`src/rtl/mult_pkg.sv`:
```
// Shared constants and FSM state type for the sequential shift-and-add multiplier.
package mult_pkg;

  localparam int unsigned MULT_W = 32;
  localparam int unsigned CNT_W  = 5;
  localparam logic [CNT_W-1:0] LAST_ITER = 5'd31;

  typedef enum logic [1:0] {
    IDLE = 2'd0,
    RUN  = 2'd1,
    DONE = 2'd2
  } mult_state_t;

endpackage

```
`src/rtl/adder_32b.sv`:
```
// 32-bit ripple-carry adder; the multiplier's only arithmetic resource.
module adder_32b (
  input  logic [31:0] a,
  input  logic [31:0] b,
  input  logic        carry_in,
  output logic [31:0] sum,
  output logic        carry_out
);

  logic [32:0] carry;

  always_comb begin
    carry    = '0;
    sum      = '0;
    carry[0] = carry_in;
    for (int unsigned i = 0; i < 32; i++) begin
      sum[i]     = a[i] ^ b[i] ^ carry[i];
      carry[i+1] = (a[i] & b[i]) | (a[i] & carry[i]) | (b[i] & carry[i]);
    end
    carry_out = carry[32];
  end

endmodule

```
`src/rtl/mult_32b_seq.sv`:
```
// Sequential unsigned 32x32->64 multiplier: one partial-product bit per clock
// through adder_32b, with valid/ready handshakes on both sides.
module mult_32b_seq
  import mult_pkg::*;
#(
  parameter int unsigned WIDTH = MULT_W
) (
  input  logic               clk,
  input  logic               rst_n,
  input  logic               in_valid,
  output logic               in_ready,
  input  logic [WIDTH-1:0]   a,
  input  logic [WIDTH-1:0]   b,
  output logic               out_valid,
  input  logic               out_ready,
  output logic [2*WIDTH-1:0] product
);

  mult_state_t       state, state_nxt;
  logic [WIDTH-1:0]  mcand;
  logic [WIDTH-1:0]  acc_hi;
  logic [WIDTH-1:0]  acc_lo;
  logic [CNT_W-1:0]  cnt;

  logic [WIDTH-1:0]  addend;
  logic [WIDTH-1:0]  sum;
  logic              carry_out;
  logic              accept;
  logic              last;

  assign addend = acc_lo[0] ? mcand : '0;

  adder_32b u_adder (
    .a         (acc_hi),
    .b         (addend),
    .carry_in  (1'b0),
    .sum       (sum),
    .carry_out (carry_out)
  );

  // Handshake outputs depend on state only, never on in_valid/out_ready.
  assign in_ready  = (state == IDLE);
  assign out_valid = (state == DONE);
  assign product   = {acc_hi, acc_lo};
  assign accept    = in_valid && in_ready;
  assign last      = (cnt == LAST_ITER);

  always_comb begin
    state_nxt = state;
    case (state)
      IDLE:    if (in_valid) state_nxt = RUN;
      RUN:     if (last)     state_nxt = DONE;
      DONE:    if (out_ready) state_nxt = IDLE;
      default: state_nxt = IDLE;
    endcase
  end

  always_ff @(posedge clk or negedge rst_n) begin
    if (!rst_n) state <= IDLE;
    else        state <= state_nxt;
  end

  // 65-bit right shift of {carry_out, sum, acc_lo}: the adder carry lands in acc_hi[31].
  always_ff @(posedge clk or negedge rst_n) begin
    if (!rst_n) begin
      mcand  <= '0;
      acc_hi <= '0;
      acc_lo <= '0;
      cnt    <= '0;
    end else if (accept) begin
      mcand  <= a;
      acc_hi <= '0;
      acc_lo <= b;
      cnt    <= '0;
    end else if (state == RUN) begin
      acc_hi <= {carry_out, sum[WIDTH-1:1]};
      acc_lo <= {sum[0], acc_lo[WIDTH-1:1]};
      cnt    <= cnt + 1'b1;
    end
  end

endmodule

```
`config.mk`:
```
export PLATFORM = sky130hd
export DESIGN_NAME = mult_32b_seq
export DESIGN_NICKNAME = d
export VERILOG_FILES = /design/src/rtl/mult_pkg.sv /design/src/rtl/adder_32b.sv /design/src/rtl/mult_32b_seq.sv
export SDC_FILE = /design/constraint.sdc
export NUM_CORES = 1
export LEC_CHECK = 0
export CORE_ASPECT_RATIO = 0.7
export CORE_UTILIZATION = 39
export CTS_BUF_LIST = sky130_fd_sc_hd__clkbuf_16
export DETAILED_ROUTE_END_ITERATION = 7
export PLACE_DENSITY = 0.72
export SYNTH_ARGS = -nofsm -noshare
export SYNTH_HDL_FRONTEND = slang
export SYNTH_SLANG_ARGS = --single-unit
```
`constraint.sdc`:
```
create_clock -name clk -period 12.19 [get_ports clk]
set_input_delay 2.438 -clock clk [delete_from_list [all_inputs] [get_ports clk]]
set_output_delay 2.438 -clock clk [all_outputs]
set_load 0.05 [all_outputs]
```
==> summary.txt, run 1 <==
Outcome
  • Outcome: finished, final reports clean

Clock network
  • CTS max path bufs: 2
  • Later-pin clock latency in the skew report: 340 ps
  • H-tree depth: 3
  • Clk sinks: 103
  • CTS tree: built
  • CTS Root Cell: clkbuf_16
  • Post-cts hold buffer count: 0
  • Worst-path clk slew: 70 ps
  • TritonCTS buffer count: 9

STA
  • Tightest Pin Transition: 1110 ps
  • Setup Total Neg Slack: 0 ps
  • Setup violation total in the final timing report: 0
  • Slew HR: 0.262
  • Post-route clock period utilization: 0.986
  • Unrepaired setup endpoints after global routing: yes
  • Min cycle time layout: 12020 ps
  • Max Clock Freq: 0.0832 GHz
  • Final Hold Fails: 0
  • Setup Skew: 9.92 ps
  • Slew Limit Fails: 0
  • Post-route setup slack: 169 ps

Worst setup path
  • Worst setup startpoint: acc_lo[0]
  • Reg2Reg Depth: 35
  • Crit end category: register
  • Startpoint types: register
  • Critical setup path kind: register to register
  • Reg2reg start: acc_lo[0]
  • Slowest library cell on the worst path: fa_1
  • R2R Setup Slk: 170 ps
  • Crit-path most repeated cell: fa_2
  • Crit path max fanout: 4
  • WP data arrival: 12210 ps
  • Critical path required time: 12380 ps
  • CP endpoint: acc_hi[30]
  • Critical Path Max Stage Delay: 550 ps
  • FF-to-FF End: acc_hi[30]

Final layout
  • Fin nets: 739
  • # diodes: 0
  • Area grow syn2layout: 37.2%
  • Filler cells: 1074
  • Layout cell share with drive strength beyond 1: 0.0997
  • Reg area: 2580 sq um
  • Multi-input logic area: 2200 sq um

Routing
  • DRC: 0
  • Routed wire length per instance: 14.3 microns
  • DR vias: 3847
  • Vias per cell: 4.78
  • Post-DRT Antenna Nets: 0
  • WL final: 11500 microns
  • Iter 0 DRT Violations: 182
  • TritonRoute pass-1 iters: 4

Run
  • Maxcap violations: 0

Synth
  • Synth Register Bits: 103
  • Async set-reset flop share out of synthesis: 1.00
  • Post-synth top area share: 0.521
  • Yosys cell types: 25
  • Cells after synthesis: 514
  • Syn avg cell area: 9.62 sq um
  • Count leader, synth: nand2_1
  • Synth area leaders: dfrtp_1, nand2_1, fa_1, a22oi_1, nand3_1
  • Area leader, netlist: dfrtp_1
  • Top cells by count, synth: nand2_1, dfrtp_1, nand3_1
  • Yosys warnings: 0
  • Synthesized Nets: 616
  • Sequential area share after synthesis: 0.521
  • Synth Flop Type: dfrtp_1
  • Synth Cell Area: 4950 sq um
  • Post-synth EDFFs: 0

Global route
  • Vias in the first global route: 3614
  • GRT Overall Usage: 0.182
  • Largest net degree at the start of global routing: 84
  • Grt ovf: 0
  • First-pass GRT wire length: 18300 microns
  • Initial antenna violation count: 0

Floorplan
  • Total core area: 12400 sq um
  • DIE AREA: 13100 sq um
  • Initial Util: 0.400
  • Top-Level Pins: 134
  • Row count: 34
  • Die width: 137 microns
  • Die Y: 96.2 microns

Pwr
  • NetSw: 947 uW
  • Power share of the sequential group: 0.322
  • Combinational Power Share: 0.541
  • Leakage: 2.98 nW
  • Cell Int Power: 1.05 mW
  • Worst vdd ir: 178 uV
  • Switching Fraction: 0.473
  • PD cells: 295 nW/um^2
  • Total power: 2.00 mW
  • Clock Power Share: 0.138

Placement
  • IO Port Bufs: 133
  • Detailed placement HPWL: 7900 microns
  • Final Wtd Congestion: 0.806
  • Setup WS pre-CTS: -131 ps

Min path
  • Tightest Hold Check Type: register to register
-- metal layers --
metal / share of wire / track usage / vias up
met4: 0.0080 / 0.0426 / 0
li1: - / - / 1885
met5: 0 / 0 / -
met1: 0.47 / 0.266 / 1848
met2: 0.46 / 0.272 / 105
met3: 0.058 / 0.0437 / 9
-- cells by family after synthesis --
family                     after synthesis  synth area share
DFF                                    103             0.521
adders and majority gates               34             0.133
and+or+nand+nor                        244             0.200
muxes                                    1           0.00202
AOI/OAI and AO/OA                       69            0.0883
buffers and inverters                   63            0.0561
-- power by group through the flow --
stage               combinational (mW)  sequential (mW)  clock, mW
floorplan                        0.406            0.954          0
global placement                  1.05            0.636          0
detailed placement                1.07            0.643          0
CTS                               1.09            0.642      0.284
global route                      1.19            0.665      0.294
finish                            1.08            0.644      0.275
-- registers in the layout, summed over array words and instances, names as in the netlist --
register / cells
mcand: 32
acc_lo: 32
state: 2
cnt: 5
acc_hi: 32
-- placed cells by master, fill, tap and decap left out, types with 2 or more instances in the layout --
master           Yosys  layout
dfrtp_2              0       2
nand3_1             34      34
fa_2                 0      30
o21ai_0             33      31
clkinv_1             0       3
dfrtp_1            103     101
a22oi_1             32      32
clkdlybuf4s50_1      0     132
and2_1               3       2
nand2_1            199     199
ha_1                 3       2
o21ai_1              0       2
clkbuf_16            0       9
inv_1               31      32
buf_4                0      12
-- repair_timing --
item / CTS / global route
setup buffers: 1 / 3
endpoints found under the setup margin: 2 / 2
gates cloned: 0 / 0
gates resized for setup: 1 / 7
pin swaps: 9 / 34
-- layout make-up --
| type | count | area share |
|---|---|---|
| inverter | 31 | 0.0171 |
| timing repair buffer | 144 | 0.208 |
| sequential | 103 | 0.380 |
| tap | 162 | 0.0299 |
| multi-input combinational | 348 | 0.323 |
| clock inverter | 7 | 0.00848 |
| clock buffer | 9 | 0.0332 |
-- critical path, delay by kind of cell, from the launching register on --
kind,cells,cell delay (ps)
adder cells (fa/ha/maj),32,11220
flip-flops,1,380
AND/OR/NAND/NOR,1,150
AO/OA/AOI/OAI,1,50
buffers and inverters,1,40
-- worst min path at each step --
| stage | to | slack [ps] | start | cells past startpoint |
|---|---|---|---|---|
| 6_report | mcand[10] | 480 | mcand[10] | 2 |
| 3_3_place_gp | mcand[2] | 450 | mcand[2] | 2 |
| 2_1_floorplan | cnt[3] | 440 | cnt[3] | 1 |
| 5_1_grt | mcand[3] | 500 | mcand[3] | 2 |
| 4_1_cts | cnt[3] | 480 | cnt[3] | 1 |
| 3_5_place_dp | mcand[30] | 460 | mcand[30] | 2 |
-- metrics by stage --
step                instances  hold WS, ps  utilization  area, sq um
floorplan                 514          437            -         5020
global placement          784          454        0.522         6460
detailed placement        784          463        0.522         6460
CTS                       801          478        0.545         6750
global route              804          502        0.548         6790
finish                    804          478        0.548         6790
Note: power is estimated with default switching activity, not from simulation.
==> inputs of run 2 (changes only) <==
Settings changed: CORE_UTILIZATION 39 to 44, PLACE_DENSITY 0.72 to 0.8.
==> run 2 against run 1 <==
Against the previous run: sequential share of layout area barely moved; cell count is 2.2% lower; power is 1.2% higher; non-clock buffer count fell by 4; cell area is 0.11% lower; sequential power about the same; core utilization is 9.0 points higher; clock power is 13% higher; global-route usage up 3.6 points.
==> summary.txt, run 2 (synthesis gave the netlist of run 1 again) <==
Worst setup path
  • Startpoint types: register (unchanged)
  • Critical setup path kind: register to register (unchanged)
  • Slowest library cell on the worst path: fa_1 (unchanged)
  • Critical Path Max Stage Delay: 480 ps (was 550 ps)
  • Critical path required time: 12380 ps (about the same)
  • Crit path max fanout: 4 (unchanged)
  • WP data arrival: 12280 ps (was 12210 ps)
  • Crit-path most repeated cell: fa_2 (unchanged)
  • Crit end category: register (unchanged)

Run
  • Maxcap violations: 0 (unchanged)

Clock network
  • H-tree depth: 3 (unchanged)
  • Worst-path clk slew: 70 ps (about the same)
  • Clk sinks: 103 (unchanged)
  • CTS Root Cell: clkbuf_16 (unchanged)
  • CTS max path bufs: 2 (unchanged)
  • TritonCTS buffer count: 9 (unchanged)
  • Later-pin clock latency in the skew report: 350 ps (was 340 ps)
  • CTS tree: built (unchanged)

STA
  • Final Hold Fails: 0 (unchanged)
  • Tightest Pin Transition: 1100 ps (was 1110 ps)
  • Unrepaired setup endpoints after global routing: yes (unchanged)
  • Slew Limit Fails: 0 (unchanged)
  • Post-route clock period utilization: 0.992 (was 0.986)
  • Final Hold Slack: 471 ps (was 478 ps)
  • Max Clock Freq: 0.0827 GHz (was 0.0832 GHz)
  • Setup Total Neg Slack: 0 ps (unchanged)
  • Slew HR: 0.263 (was 0.262)
  • Min cycle time layout: 12090 ps (was 12020 ps)
  • Setup Skew: 4.81 ps (was 9.92 ps)
  • Setup violation total in the final timing report: 0 (unchanged)

Global route
  • Vias in the first global route: 3916 (was 3614)
  • First-pass GRT wire length: 19500 microns (was 18300 microns)
  • Initial antenna violation count: 0 (unchanged)
  • GRT Overall Usage: 0.218 (was 0.182)
  • Grt ovf: 0 (unchanged)
  • Largest net degree at the start of global routing: 68 (was 84)

Final layout
  • Filler cells: 856 (was 1074)
  • Final Core Density: 0.638 (was 0.548)
  • Finished Cell Area: 6780 sq um (was 6790 sq um)
  • Largest regs: acc_hi: 32 flops, acc_lo: 32 flops, mcand: 32 flops (unchanged)
  • Reg area: 2580 sq um (unchanged)
  • Commonest cells after routing, fill and taps aside: nand2_1, clkdlybuf4s50_1, dfrtp_1, nand3_1 (unchanged)
  • Fin nets: 735 (was 739)
  • Commonest non-fill, non-tap cell in the layout: nand2_1 (unchanged)
  • Layout cell share with drive strength beyond 1: 0.100 (was 0.0997)
  • Multi-input logic area: 2200 sq um (unchanged)
  • Area grow syn2layout: 37.1% (was 37.2%)
  • # diodes: 0 (unchanged)

Floorplan
  • Die width: 129 microns (was 137 microns)
  • DIE AREA: 11700 sq um (was 13100 sq um)
  • Row count: 31 (was 34)
  • Initial Util: 0.466 (was 0.400)
  • Total core area: 10600 sq um (was 12400 sq um)
  • Die Y: 90.7 microns (was 96.2 microns)
  • Top-Level Pins: 134 (unchanged)

Placement
  • IO Port Bufs: 133 (unchanged)
  • Final Wtd Congestion: 0.808 (was 0.806)
  • Placed Area: 6440 sq um (was 6460 sq um)
  • Detailed placement HPWL: 8120 microns (was 7900 microns)

Routing
  • Top Layer Used: met4 (unchanged)
  • Met3 wire len: 510 microns (was 663 microns)
  • Routed wire length per instance: 14.9 microns (was 14.3 microns)
  • TritonRoute pass-1 iters: 4 (unchanged)
  • Vias per cell: 4.96 (was 4.78)
  • Iter 0 DRT Violations: 297 (was 182)
  • Met2 Routed Length: 5530 microns (was 5310 microns)
  • DR vias: 3896 (was 3847)
  • Post-DRT Antenna Nets: 0 (unchanged)
  • DRC: 0 (unchanged)
  • Met1 Wirelength: 5450 microns (was 5440 microns)
  • WL final: 11700 microns (was 11500 microns)

Pwr
  • Worst vdd ir: 181 uV (was 178 uV)
  • PD cells: 299 nW/um^2 (was 295 nW/um^2)
  • Leakage: 2.98 nW (about the same)

Outcome
  • Outcome: finished, final reports clean (unchanged)

Min path
  • Tightest Hold Check Type: register to register (unchanged)
## run 2: where the power goes
group,total [mW],switching [mW],internal [mW]
Clock,0.310,0.130,0.181
Combinational,1.07,0.698,0.375
Sequential,0.641,0.126,0.514
## run 2: area by class of cell
| type | instances | area share |
|---|---|---|
| clock inverters | 7 | 0.0144 |
| well taps | 148 | 0.0273 |
| multi-input cells | 348 | 0.324 |
| clock buffers | 9 | 0.0332 |
| repair buffers | 140 | 0.204 |
| inverters | 31 | 0.0172 |
| flip-flops and latches | 103 | 0.380 |
## run 2: final timing paths
kind | start | end | slack [ps] | cells past startpoint
setup / recovery | acc_lo[0] | acc_hi[30] | 100 | 35
hold / removal | mcand[2] | mcand[2] | 470 | 2
setup reg to reg | acc_lo[0] | acc_hi[30] | 100 | 35
hold reg to reg | mcand[2] | mcand[2] | 470 | 2
max in group asynchronous | rst_n | mcand[17] | 8960 | 2
min in group asynchronous | rst_n | acc_hi[12] | 2130 | 1
## run 2: worst max-delay path, delay by kind of cell, from the launching register on
family,cells,cell delay [ps]
compound gates,1,70
fa+ha+maj,32,11290
buf+inv,1,40
flops,1,390
simple gates,1,150
## run 2: metrics by stage
stage / power [mW] / instances / setup slack [ps]
finish: 2.02 / 786 / 99.1
detailed placement: 1.72 / 770 / -147
CTS: 2.04 / 786 / 9.02
global placement: 1.68 / 770 / -11.5
global route: 2.17 / 786 / -202
floorplan: 1.36 / 514 / 0.912
## run 2: what timing repair did
action	CTS	global route
endpoints found under the setup margin	2	3
setup buffers	0	1
gates resized for setup	2	5
gates cloned	0	0
hold endpoints to repair	0	0
hold buffers	0	0
pin swaps	12	32
## run 2: metal layers
layer | vias up | track usage
li1 | 1874 | -
met1 | 1911 | 0.306
met2 | 93 | 0.335
met3 | 18 | 0.0468
met4 | 0 | 0.0745
met5 | - | 0
==> inputs of run 3 (changes only) <==
Settings changed: SYNTH_HIERARCHICAL set to 1.
==> run 3 against run 2 <==
Against the previous run: sequential power rose by 3.3%; non-clock buffer count is 2 higher; maximum frequency down 0.23%; area after synthesis increased by 1.9%; critical path depth increased by 4; clock skew rose by 6.2 ps; combinational power grew 4%; largest cell class unchanged; highest routed layer unchanged.
==> summary.txt, run 3 <==
STA
  • Min cycle time layout: 12120 ps (was 12090 ps)
  • Post-route clock period utilization: 0.994 (was 0.992)
  • Final Hold Fails: 0 (unchanged)
  • Final Hold Slack: 471 ps (about the same)
  • Setup Skew: 11.0 ps (was 4.81 ps)
  • Unrepaired setup endpoints after global routing: yes (unchanged)
  • Max Clock Freq: 0.0825 GHz (was 0.0827 GHz)
  • Post-route setup slack: 71.8 ps (was 99.1 ps)
  • Setup violation total in the final timing report: 0 (unchanged)
  • Slew HR: 0.480 (was 0.263)
  • Tightest Pin Transition: 780 ps (was 1100 ps)
  • Slew Limit Fails: 0 (unchanged)

Global route
  • Vias in the first global route: 4109 (was 3916)
  • Initial antenna violation count: 0 (unchanged)
  • Grt ovf: 0 (unchanged)
  • Largest net degree at the start of global routing: 69 (was 68)
  • First-pass GRT wire length: 20300 microns (was 19500 microns)
  • GRT Overall Usage: 0.223 (was 0.218)

Final layout
  • Fin cells: 804 (was 786)
  • Layout cell share with drive strength beyond 1: 0.0937 (was 0.100)
  • Area grow syn2layout: 35.7% (was 37.1%)
  • Largest regs: acc_hi: 32 flops, acc_lo: 32 flops, mcand: 32 flops (unchanged)
  • Filler cells: 919 (was 856)
  • Commonest cells after routing, fill and taps aside: nand2_1, clkdlybuf4s50_1, dfrtp_1, nand3_1 (unchanged)
  • # diodes: 0 (unchanged)
  • Final Core Density: 0.617 (was 0.638)
  • Commonest non-fill, non-tap cell in the layout: nand2_1 (unchanged)
  • Fin nets: 748 (was 735)

Synth
  • Top cells by count, synth: nand2_1, dfrtp_1, nand3_1 (unchanged)
  • Synth Flop Type: dfrtp_1 (unchanged)
  • Synth area leaders: dfrtp_1, nand2_1, fa_1, a22oi_1, and2_1 (was dfrtp_1, nand2_1, fa_1, a22oi_1, nand3_1)
  • Sequential area share after synthesis: 0.511 (was 0.521)
  • Syn avg cell area: 9.58 sq um (was 9.62 sq um)
  • Synthesized Nets: 628 (was 616)
  • Cells after synthesis: 526 (was 514)
  • Count leader, synth: nand2_1 (unchanged)
  • Yosys warnings: 6 (was 0)
  • Post-synth EDFFs: 0 (unchanged)
  • Yosys cell types: 26 (was 25)
  • Synth Cell Area: 5040 sq um (was 4950 sq um)
  • Async set-reset flop share out of synthesis: 1.00 (unchanged)
  • Synth Register Bits: 103 (unchanged)
  • Post-synth top area share: 0.511 (was 0.521)
  • Area leader, netlist: dfrtp_1 (unchanged)

Clock network
  • CTS tree: built (unchanged)
  • H-tree depth: 3 (unchanged)
  • Later-pin clock latency in the skew report: 350 ps (about the same)
  • Clk sinks: 103 (unchanged)
  • TritonCTS buffer count: 9 (unchanged)
  • Worst-path clk slew: 70 ps (about the same)
  • Post-CTS Setup Bufs: 0 (unchanged)
  • # resized after CTS: 8 (was 2)
  • Post-cts hold buffer count: 0 (unchanged)
  • CTS max path bufs: 2 (unchanged)
  • CTS Root Cell: clkbuf_16 (unchanged)

Routing
  • WL final: 12300 microns (was 11700 microns)
  • DRC: 0 (unchanged)
  • Iter 0 DRT Violations: 228 (was 297)
  • TritonRoute pass-1 iters: 4 (unchanged)
  • Routed wire length per instance: 15.3 microns (was 14.9 microns)
  • Post-DRT Antenna Nets: 0 (unchanged)
  • DR vias: 4017 (was 3896)
  • Vias per cell: 5.00 (was 4.96)

Placement
  • Final Wtd Congestion: 0.817 (was 0.808)
  • Setup WS pre-CTS: -301 ps (was -147 ps)
  • IO Port Bufs: 133 (unchanged)
  • Placed Instances: 788 (was 770)
  • Detailed placement HPWL: 8400 microns (was 8120 microns)

Floorplan
  • Initial Util: 0.454 (was 0.466)
  • Row count: 32 (was 31)
  • Die width: 130 microns (was 129 microns)
  • Die Y: 91.5 microns (was 90.7 microns)
  • DIE AREA: 11900 sq um (was 11700 sq um)
  • Top-Level Pins: 134 (unchanged)
  • Total core area: 11100 sq um (was 10600 sq um)

Worst setup path
  • Reg2Reg Depth: 39 (was 35)
  • Slowest library cell on the worst path: dfrtp_2 (was fa_1)
  • Crit path buffers/inverters: 4 (was 1)
  • Critical setup path kind: register to register (unchanged)
  • Crit-path most repeated cell: fa_2 (unchanged)
  • Startpoint types: register (unchanged)
  • R2R Setup Slk: 70 ps (was 100 ps)
  • Critical Path Max Stage Delay: 400 ps (was 480 ps)
  • WP depth: 39 (was 35)
  • Critical path required time: 12480 ps (was 12380 ps)
  • CP delay by family, top: adder cells (unchanged)
  • Worst setup startpoint: acc_lo[0] (unchanged)
  • CP endpoint: acc_hi[30] (unchanged)
  • Crit end category: register (unchanged)
  • Crit path max fanout: 2 (was 4)
  • Reg2reg start: acc_lo[0] (unchanged)
  • WP data arrival: 12410 ps (was 12280 ps)
  • FF-to-FF End: acc_hi[30] (unchanged)

Pwr
  • Worst vdd ir: 177 uV (was 181 uV)
  • Leakage: 3.27 nW (was 2.98 nW)
  • Total power: 2.05 mW (was 2.02 mW)
  • PD cells: 300 nW/um^2 (was 299 nW/um^2)

Min path
  • Tightest Hold Check Type: register to register (unchanged)

Run
  • Maxcap violations: 0 (unchanged)

Outcome
  • Outcome: finished, final reports clean (unchanged)
==> run 3: cell types whose count changed in the layout (fill, tap and decap cells not counted), moves of 2 or more <==
cell       delta
inv_1        -20
buf_4         +2
bufinv_16     -2
and2_1       +30
fa_1          +2
nand2_1      +31
clkinv_4      +2
o21ai_0      -29
==> run 3: power breakdown <==
group	leakage (nW)	switching, mW	internal (mW)
Sequential	1.28	0.148	0.514
Clock	0.143	0.136	0.143
Combinational	1.85	0.715	0.396
Total	3.27	0.999	1.05
==> run 3: kinds of logic after synthesis <==
group                      synth area share
AOI/OAI and AO/OA                    0.0569
adders and majority gates             0.132
buffers and inverters                0.0420
DFF                                   0.511
muxes                               0.00199
other                              0.000744
and+or+nand+nor                       0.255
==> run 3: worst min path at each step <==
stage,startpoint,end,slack [ps],cells after the start
2_1_floorplan,mcand[0],mcand[0],440,2
3_3_place_gp,mcand[10],mcand[10],450,2
3_5_place_dp,mcand[0],mcand[0],460,2
4_1_cts,mcand[0],mcand[0],470,2
5_1_grt,mcand[28],mcand[28],500,2
6_report,mcand[28],mcand[28],470,2
==> run 3: cell type report <==
class	instances	area [sq um]	share of cell area
multi-input cells	379	2340	0.342
repair buffers	142	1400	0.204
clock buffers	9	225	0.0329
inverters	11	41.3	0.00604
clock inverters	7	68.8	0.0101
well taps	153	191	0.0280
flip-flops and latches	103	2580	0.377
==> run 3: stage by stage <==
stage	TNS [ps]	cell area (sq um)
final	0	6840
after detailed placement	-376	6530
after floorplan	0	5090
after global routing	-203	6840
after global placement	-72.5	6530
after CTS	0	6840
==> run 3: worst min-delay path, cell delays in order, from the launching register on <==
cell and delay [ps]:
dfrtp_1 340, nand2_1 50, nand2_1 50
==> run 3: layer usage <==
metal	routed length, microns	share of wire	up-vias	GRT usage
met2	5920	0.48	126	0.352
met3	778	0.063	11	0.0589
met4	91	0.0074	0	0.0455
met5	0	0	-	0
met1	5530	0.45	1972	0.310
li1	-	-	1908	-
